`src/rtl/sonar_pkg.sv`:
```
// rtl/sonar_pkg.sv - shared types, default timing and round-robin pick for the sonar scheduler
package sonar_pkg;

    typedef enum logic [2:0] {
        IDLE,
        TRIG,
        WAIT_RISE,
        MEASURE,
        GAP
    } state_t;

    localparam int MAX_SENSORS    = 16;
    localparam int DEF_N_SENSORS  = 4;
    localparam int DEF_CLK_PER_US = 40;
    localparam int DEF_TRIG_US    = 20;
    localparam int DEF_TIMEOUT_US = 30000;
    localparam int DEF_GAP_US     = 10000;

    // First set mask bit strictly after 'last', scanning upward and wrapping at n.
    // The last-served sensor itself is considered only after a full wrap, so a
    // single-bit mask keeps re-selecting that sensor. Empty mask returns 'last'.
    function automatic logic [3:0] next_sensor(input logic [MAX_SENSORS-1:0] mask,
                                               input logic [3:0]             last,
                                               input int                     n);
        logic [3:0] pick;
        logic       found;
        int         idx;
        pick  = last;
        found = 1'b0;
        idx   = 0;
        for (int i = 1; i <= MAX_SENSORS; i++) begin
            if (!found && i <= n) begin
                idx = int'(last) + i;
                if (idx >= n) begin
                    idx = idx - n;
                end
                if (mask[idx[3:0]]) begin
                    pick  = idx[3:0];
                    found = 1'b1;
                end
            end
        end
        return pick;
    endfunction

endpackage

```
`src/rtl/us_tick_gen.sv`:
```
// rtl/us_tick_gen.sv - free-running prescaler producing a one-clk microsecond tick
module us_tick_gen #(
    parameter int CLK_PER_US = 40
) (
    input  logic clk,
    input  logic reset,
    output logic tick
);

    localparam int            PW   = (CLK_PER_US > 1) ? $clog2(CLK_PER_US) : 1;
    localparam logic [PW-1:0] LAST = PW'(CLK_PER_US - 1);

    logic [PW-1:0] count;

    // Prescaler counts 0..CLK_PER_US-1 and wraps; runs continuously from reset
    always_ff @(posedge clk or posedge reset) begin
        if (reset) begin
            count <= '0;
        end else if (count == LAST) begin
            count <= '0;
        end else begin
            count <= count + PW'(1);
        end
    end

    assign tick = (count == LAST);

endmodule

```
`src/rtl/sonar_scheduler.sv`:
```
// rtl/sonar_scheduler.sv - round-robin HC-SR04 ping scheduler and echo timer (option: ECHO_SYNC_EN)
module sonar_scheduler
    import sonar_pkg::*;
#(
    parameter  int N_SENSORS  = DEF_N_SENSORS,
    parameter  int CLK_PER_US = DEF_CLK_PER_US,
    parameter  int TRIG_US    = DEF_TRIG_US,
    parameter  int TIMEOUT_US = DEF_TIMEOUT_US,
    parameter  int GAP_US     = DEF_GAP_US,
    localparam int IDW        = (N_SENSORS > 1) ? $clog2(N_SENSORS) : 1,
    localparam int CW         = $clog2(TIMEOUT_US + 1)
) (
    input  logic                 clk,
    input  logic                 reset,
    input  logic                 enable,
    input  logic [N_SENSORS-1:0] sensor_mask,
    input  logic [N_SENSORS-1:0] echo,
    output logic [N_SENSORS-1:0] trig,
    output logic                 busy,
    output logic [IDW-1:0]       cur_id,
    output logic                 result_valid,
    output logic [IDW-1:0]       result_id,
    output logic [CW-1:0]        result_us,
    output logic                 result_timeout
);

    // The shared tick counter also times TRIG and GAP, so it must be wide
    // enough for whichever of the three intervals is longest.
    localparam int TW   = $clog2(TRIG_US + 1);
    localparam int GW   = $clog2(GAP_US + 1);
    localparam int CNTW = (CW >= TW && CW >= GW) ? CW : ((TW >= GW) ? TW : GW);

    state_t              state;
    state_t              state_nxt;
    logic                tick;
    logic [CNTW-1:0]     cnt;
    logic                cnt_en;
    logic [IDW-1:0]      last_id;
    logic [IDW-1:0]      sel_id;
    logic [IDW-1:0]      trig_id;
    logic                select;
    logic                report;
    logic [CW-1:0]       rep_us;
    logic                rep_to;
    logic [N_SENSORS-1:0] echo_s;
    logic                echo_cur;
    logic                echo_prev;
    logic                echo_rise;
    logic                echo_fall;

    us_tick_gen #(
        .CLK_PER_US (CLK_PER_US)
    ) u_tick (
        .clk   (clk),
        .reset (reset),
        .tick  (tick)
    );

`ifdef ECHO_SYNC_EN
    logic [N_SENSORS-1:0] echo_sync1;
    logic [N_SENSORS-1:0] echo_sync2;

    // Two-flop synchronizer per echo pin; delays both edges equally so widths are unchanged
    always_ff @(posedge clk or posedge reset) begin
        if (reset) begin
            echo_sync1 <= '0;
            echo_sync2 <= '0;
        end else begin
            echo_sync1 <= echo;
            echo_sync2 <= echo_sync1;
        end
    end

    assign echo_s = echo_sync2;
`else
    assign echo_s = echo;
`endif

    assign sel_id    = IDW'(next_sensor(16'(sensor_mask), 4'(last_id), N_SENSORS));
    assign echo_cur  = echo_s[cur_id];
    assign echo_rise = echo_cur & ~echo_prev;
    assign echo_fall = ~echo_cur & echo_prev;
    assign trig_id   = select ? sel_id : cur_id;
    assign cnt_en    = (state != IDLE) && ((state != MEASURE) || echo_cur);
    assign busy      = (state != IDLE);

    // FSM state register
    always_ff @(posedge clk or posedge reset) begin
        if (reset) begin
            state <= IDLE;
        end else begin
            state <= state_nxt;
        end
    end

    // Next-state logic plus the one-cycle report strobe and its payload
    always_comb begin
        state_nxt = state;
        select    = 1'b0;
        report    = 1'b0;
        rep_us    = '0;
        rep_to    = 1'b0;
        case (state)
            IDLE: begin
                if (enable && (|sensor_mask)) begin
                    select    = 1'b1;
                    state_nxt = TRIG;
                end
            end
            TRIG: begin
                if (tick && cnt == CNTW'(TRIG_US - 1)) begin
                    state_nxt = WAIT_RISE;
                end
            end
            WAIT_RISE: begin
                if (echo_rise) begin
                    state_nxt = MEASURE;
                end else if (tick && cnt == CNTW'(TIMEOUT_US - 1)) begin
                    report    = 1'b1;
                    rep_to    = 1'b1;
                    state_nxt = GAP;
                end
            end
            MEASURE: begin
                if (echo_fall) begin
                    report    = 1'b1;
                    rep_us    = cnt[CW-1:0];
                    state_nxt = GAP;
                end else if (tick && echo_cur && cnt == CNTW'(TIMEOUT_US - 1)) begin
                    report    = 1'b1;
                    rep_us    = CW'(TIMEOUT_US);
                    rep_to    = 1'b1;
                    state_nxt = GAP;
                end
            end
            GAP: begin
                if (tick && cnt == CNTW'(GAP_US - 1)) begin
                    state_nxt = IDLE;
                end
            end
            default: begin
                state_nxt = IDLE;
            end
        endcase
    end

    // Tick counter: cleared on every state change, otherwise advances on tick
    // (in MEASURE only while the echo is high); limits end each state before wrap
    always_ff @(posedge clk or posedge reset) begin
        if (reset) begin
            cnt <= '0;
        end else if (state_nxt != state) begin
            cnt <= '0;
        end else if (tick && cnt_en) begin
            cnt <= cnt + CNTW'(1);
        end
    end

    // Sensor selection, last-served pointer and echo history of the selected sensor
    always_ff @(posedge clk or posedge reset) begin
        if (reset) begin
            cur_id    <= '0;
            last_id   <= IDW'(N_SENSORS - 1);
            echo_prev <= 1'b0;
        end else begin
            if (select) begin
                cur_id <= sel_id;
            end
            if (report) begin
                last_id <= cur_id;
            end
            echo_prev <= select ? echo_s[sel_id] : echo_cur;
        end
    end

    // Trigger pins: one-hot on the serviced sensor for the whole TRIG state
    always_ff @(posedge clk or posedge reset) begin
        if (reset) begin
            trig <= '0;
        end else begin
            trig <= '0;
            if (state_nxt == TRIG) begin
                trig[trig_id] <= 1'b1;
            end
        end
    end

    // Result record: valid pulses once per ping, payload holds until the next report
    always_ff @(posedge clk or posedge reset) begin
        if (reset) begin
            result_valid   <= 1'b0;
            result_id      <= '0;
            result_us      <= '0;
            result_timeout <= 1'b0;
        end else begin
            result_valid <= report;
            if (report) begin
                result_id      <= cur_id;
                result_us      <= rep_us;
                result_timeout <= rep_to;
            end
        end
    end

endmodule

```
`config.mk`:
```
export PLATFORM = sky130hd
export DESIGN_NAME = sonar_scheduler
export DESIGN_NICKNAME = d
export VERILOG_FILES = /design/src/rtl/sonar_pkg.sv /design/src/rtl/us_tick_gen.sv /design/src/rtl/sonar_scheduler.sv
export SDC_FILE = /design/constraint.sdc
export NUM_CORES = 1
export LEC_CHECK = 0
export CORE_ASPECT_RATIO = 0.75
export CORE_MARGIN = 4
export CORE_UTILIZATION = 55
export CTS_BUF_LIST = sky130_fd_sc_hd__clkbuf_16
export CTS_CLUSTER_DIAMETER = 30
export DETAILED_ROUTE_END_ITERATION = 7
export HOLD_SLACK_MARGIN = 0.15
export PLACE_DENSITY = 0.8
export SLEW_MARGIN = 25
export SYNTH_ARGS = -nofsm -noshare
export SYNTH_HDL_FRONTEND = slang
export SYNTH_HIERARCHICAL = 1
export SYNTH_SLANG_ARGS = --single-unit
```
`constraint.sdc`:
```
create_clock -name clk -period 3.2 [get_ports clk]
set_clock_uncertainty 0.1 [all_clocks]
set_input_delay 0.32 -clock clk [delete_from_list [all_inputs] [get_ports clk]]
set_output_delay 0.32 -clock clk [all_outputs]
set_load 0.02 [all_outputs]
```
==> results.sh <==
export IMPL_status="finished clean"
export IMPL_setup_viol=0
export IMPL_pre_cts_ws_ns=0.444
export IMPL_grt_pass1_wl_mm=10.5
export IMPL_fin_crit_ns=2.71
export IMPL_finalCritPeriodShare_pct=84.6
export IMPL_routed_wirelength_mm=5.91
export IMPL_insertion_delay_ns=0.29
export IMPL_hpwl_mm=4.22
export IMPL_post_cts_resized=0
export IMPL_grt_total_usage_pct=20.7
export IMPL_io_buffers=36
export IMPL_critPathKind="reg2reg"
export IMPL_fin_tns_setup_ns=0
export IMPL_grt_max_degree=47
export IMPL_reg2reg_depth=8
export IMPL_cp_data_arrival_time_ns=2.81
export IMPL_core_um2=4870
export IMPL_cts_sinks=52
export IMPL_die_h_um=69.3
export IMPL_die_x_um=89.7
export IMPL_postRouteAntennaNets=0
export IMPL_drive_above_1_share_pct=13.8
export IMPL_ctsHtreeMaxLevel=2
export IMPL_crit_fanout=10
export IMPL_cts_path_max_buffers=2
export IMPL_ys_async_sr_fraction_pct=100
export IMPL_peakVddDrop_mv=0.242
export IMPL_ctsHoldBuffers=0
export IMPL_power_frac_clock_pct=35.6
export IMPL_antenna_cells=0
export IMPL_gp_congestion=0.909
export IMPL_via_count=2157
export IMPL_rsz0062_at_grt="no"
export IMPL_syn_nets=283
export IMPL_die_area_um2=6210
export IMPL_clk_transition_reported_paths_ns=0.06
export IMPL_synth_avg_cell_area_um2=10.4
export IMPL_rows=22
export IMPL_globalRouteOverflowTotal=0
export IMPL_pwr_share_comb_pct=20.0
export IMPL_pwr_share_seq_pct=44.4
export IMPL_hp_class="in2async"
export IMPL_relSlewSlack_pct=47.5
export IMPL_drtPass1Iterations=4
export IMPL_max_freq_mhz=370
export IMPL_wl_per_cell_um=16.2
export IMPL_ff_latch_area_um2=1300
export IMPL_synth_seq_cells=52
export IMPL_synth_edf_count=0
export IMPL_cp_start_kind="flip-flop"
export IMPL_tritoncts="done"
export IMPL_layout_setup_ws_ns=0.494
export IMPL_synth_cells=265
export IMPL_root_buffer="clkbuf_16"
export IMPL_synth_seq_area_share_pct=47.3
export IMPL_syn_area_um2=2750
export IMPL_fin_nets=322
export IMPL_ioPinCount=37
export IMPL_start_util_pct=56.5
export IMPL_drv_slew=0
export IMPL_worstPathRequired_ns=3.31
export IMPL_multi_input_area_um2=1370
export IMPL_drtIter0Drc=200
export IMPL_placed_area_um2=3170
export IMPL_ys_types=60
export IMPL_synthFlopType="dfrtp_1"
export IMPL_hold_viol=0
export IMPL_worstMarginPinSlew_ns=0.787
export IMPL_grt_pass1_vias=2131
export IMPL_num_fill_cells=380
export IMPL_yosys_warnings=6
export IMPL_postCtsSetupRepairBufs=0
export IMPL_final_area_um2=3330
export IMPL_via_per_inst=5.91
export IMPL_p_per_area_nw_per_um2=494
export IMPL_maxCapViolations=0
export IMPL_swShare_pct=26.9
export IMPL_p_int_mw=1.20
export IMPL_drc=0
export IMPL_cts_buffers_inserted=5
export IMPL_p_sw_mw=0.443
export IMPL_area_growth_pct=21.0
export IMPL_cp_end_kind="flip-flop"
export IMPL_p_leak_nw=1.42
export IMPL_antenna_found_initial=0
export IMPL_r2r_slack_ns=0.49
metrics by stage:
stage | util [%] | std cells | power, mW | hold WS, ns
finish | 68.4 | 365 | 1.65 | 0.203
floorplan | - | 265 | 0.952 | 0.0110
global route | 68.4 | 365 | 1.72 | 0.236
CTS | 68.4 | 365 | 1.66 | 0.202
detailed placement | 65.0 | 357 | 1.07 | 0.379
global placement | 65.0 | 357 | 1.06 | 0.381
power groups by stage:
stage | clock, mW | combinational, mW | sequential, mW
floorplan | 0 | 0.186 | 0.766
global placement | 0 | 0.320 | 0.742
detailed placement | 0 | 0.327 | 0.743
CTS | 0.597 | 0.331 | 0.731
global route | 0.627 | 0.355 | 0.736
finish | 0.587 | 0.329 | 0.731
state kept, by name, indices dropped and copies added, names as in the netlist:
signal and flops:
cnt 15, result_us 15, u_tick/count 6, trig 4
state 3, cur_id 2, last_id 2, result_id 2
echo_prev 1, result_timeout 1, result_valid 1
critical path: stages (launching register included):
cell and delay [ns]:
dfstp_2 0.67, inv_1 0.10, ha_1 0.34, a21bo_2 0.21, o22ai_1 0.07, a311oi_1 0.34, xnor2_1 0.21, mux2i_2 0.34
nor3b_2 0.23
cell families (layout without fill, tap and decap cells):
group           after synthesis  in the layout  synth area share, %
compound gates               39             39                 10.9
flops                        52             52                 47.3
buf+inv                      18             58                 2.95
simple gates                118            118                 24.4
mux                          12             12                 5.13
xor+xnor                     19             19                 6.04
fa+ha+maj                     7              7                 3.18
cell usage in the layout, fill, tap and decap left out, types with 2 or more instances in the layout:
cell,synthesis,layout
a22o_1,8,8
inv_1,11,11
clkdlybuf4s50_1,0,36
nand2b_1,3,3
ha_1,7,7
nor2b_1,2,2
a311oi_1,2,2
nor3_1,11,11
nand3b_1,2,2
mux2_2,4,4
a21oi_1,11,11
nand4_1,4,4
dfstp_2,2,2
clkbuf_16,0,5
and3_1,6,6
o21ai_0,3,3
nor4_1,2,2
xor2_1,6,6
mux2i_1,6,6
or2_2,3,3
clkinv_2,0,2
or3_1,3,3
xnor2_1,13,13
and4_1,3,3
nand3_1,9,9
dfrtp_1,50,50
nor2_2,10,10
nor2_1,21,21
nand2_1,23,23
nor3b_1,5,5
buf_4,1,2
synth_stat cells (all sizes together), types with 5 or more instances:
| master | instances | share of area, % |
|---|---|---|
| dfrtp | 50 | 45 |
| nor2 | 31 | 5.1 |
| nand2 | 23 | 3.1 |
| xnor2 | 13 | 4.1 |
| a21oi | 11 | 2.0 |
| inv | 11 | 1.5 |
| nor3 | 11 | 2.0 |
| nand3 | 9 | 1.6 |
| a22o | 8 | 2.5 |
| ha | 7 | 3.2 |
| mux2i | 7 | 2.7 |
| and3 | 6 | 1.4 |
| nor3b | 6 | 1.8 |
| xor2 | 6 | 1.9 |
| nand4 | 5 | 1.4 |
path summary, 6_finish.rpt:
path / startpoint / end
setup / recovery: last_id[0] / trig[0]
hold / removal: reset / u_tick/count[0]
setup reg to reg: last_id[0] / trig[0]
hold reg to reg: u_tick/count[0] / u_tick/count[0]
max in group asynchronous: reset / echo_prev
min in group clk: u_tick/count[0] / u_tick/count[0]
routing by layer:
layer | share of wire, % | wire, µm | global-route usage (%)
met5 | 0 | 0 | 0
met4 | 1.3 | 76 | 7.82
met3 | 4.7 | 278 | 3.47
met2 | 47 | 2760 | 32.6
met1 | 47 | 2800 | 28.8
area by class of cell:
type | instances | area share, %
tap | 60 | 2.25
sequential | 52 | 39.1
clock inverter | 3 | 1.16
inverter | 12 | 1.39
clock buffer | 5 | 3.75
timing repair buffer | 38 | 11.3
multi-input combinational | 195 | 41.1
(Power assumes the default switching activity.)
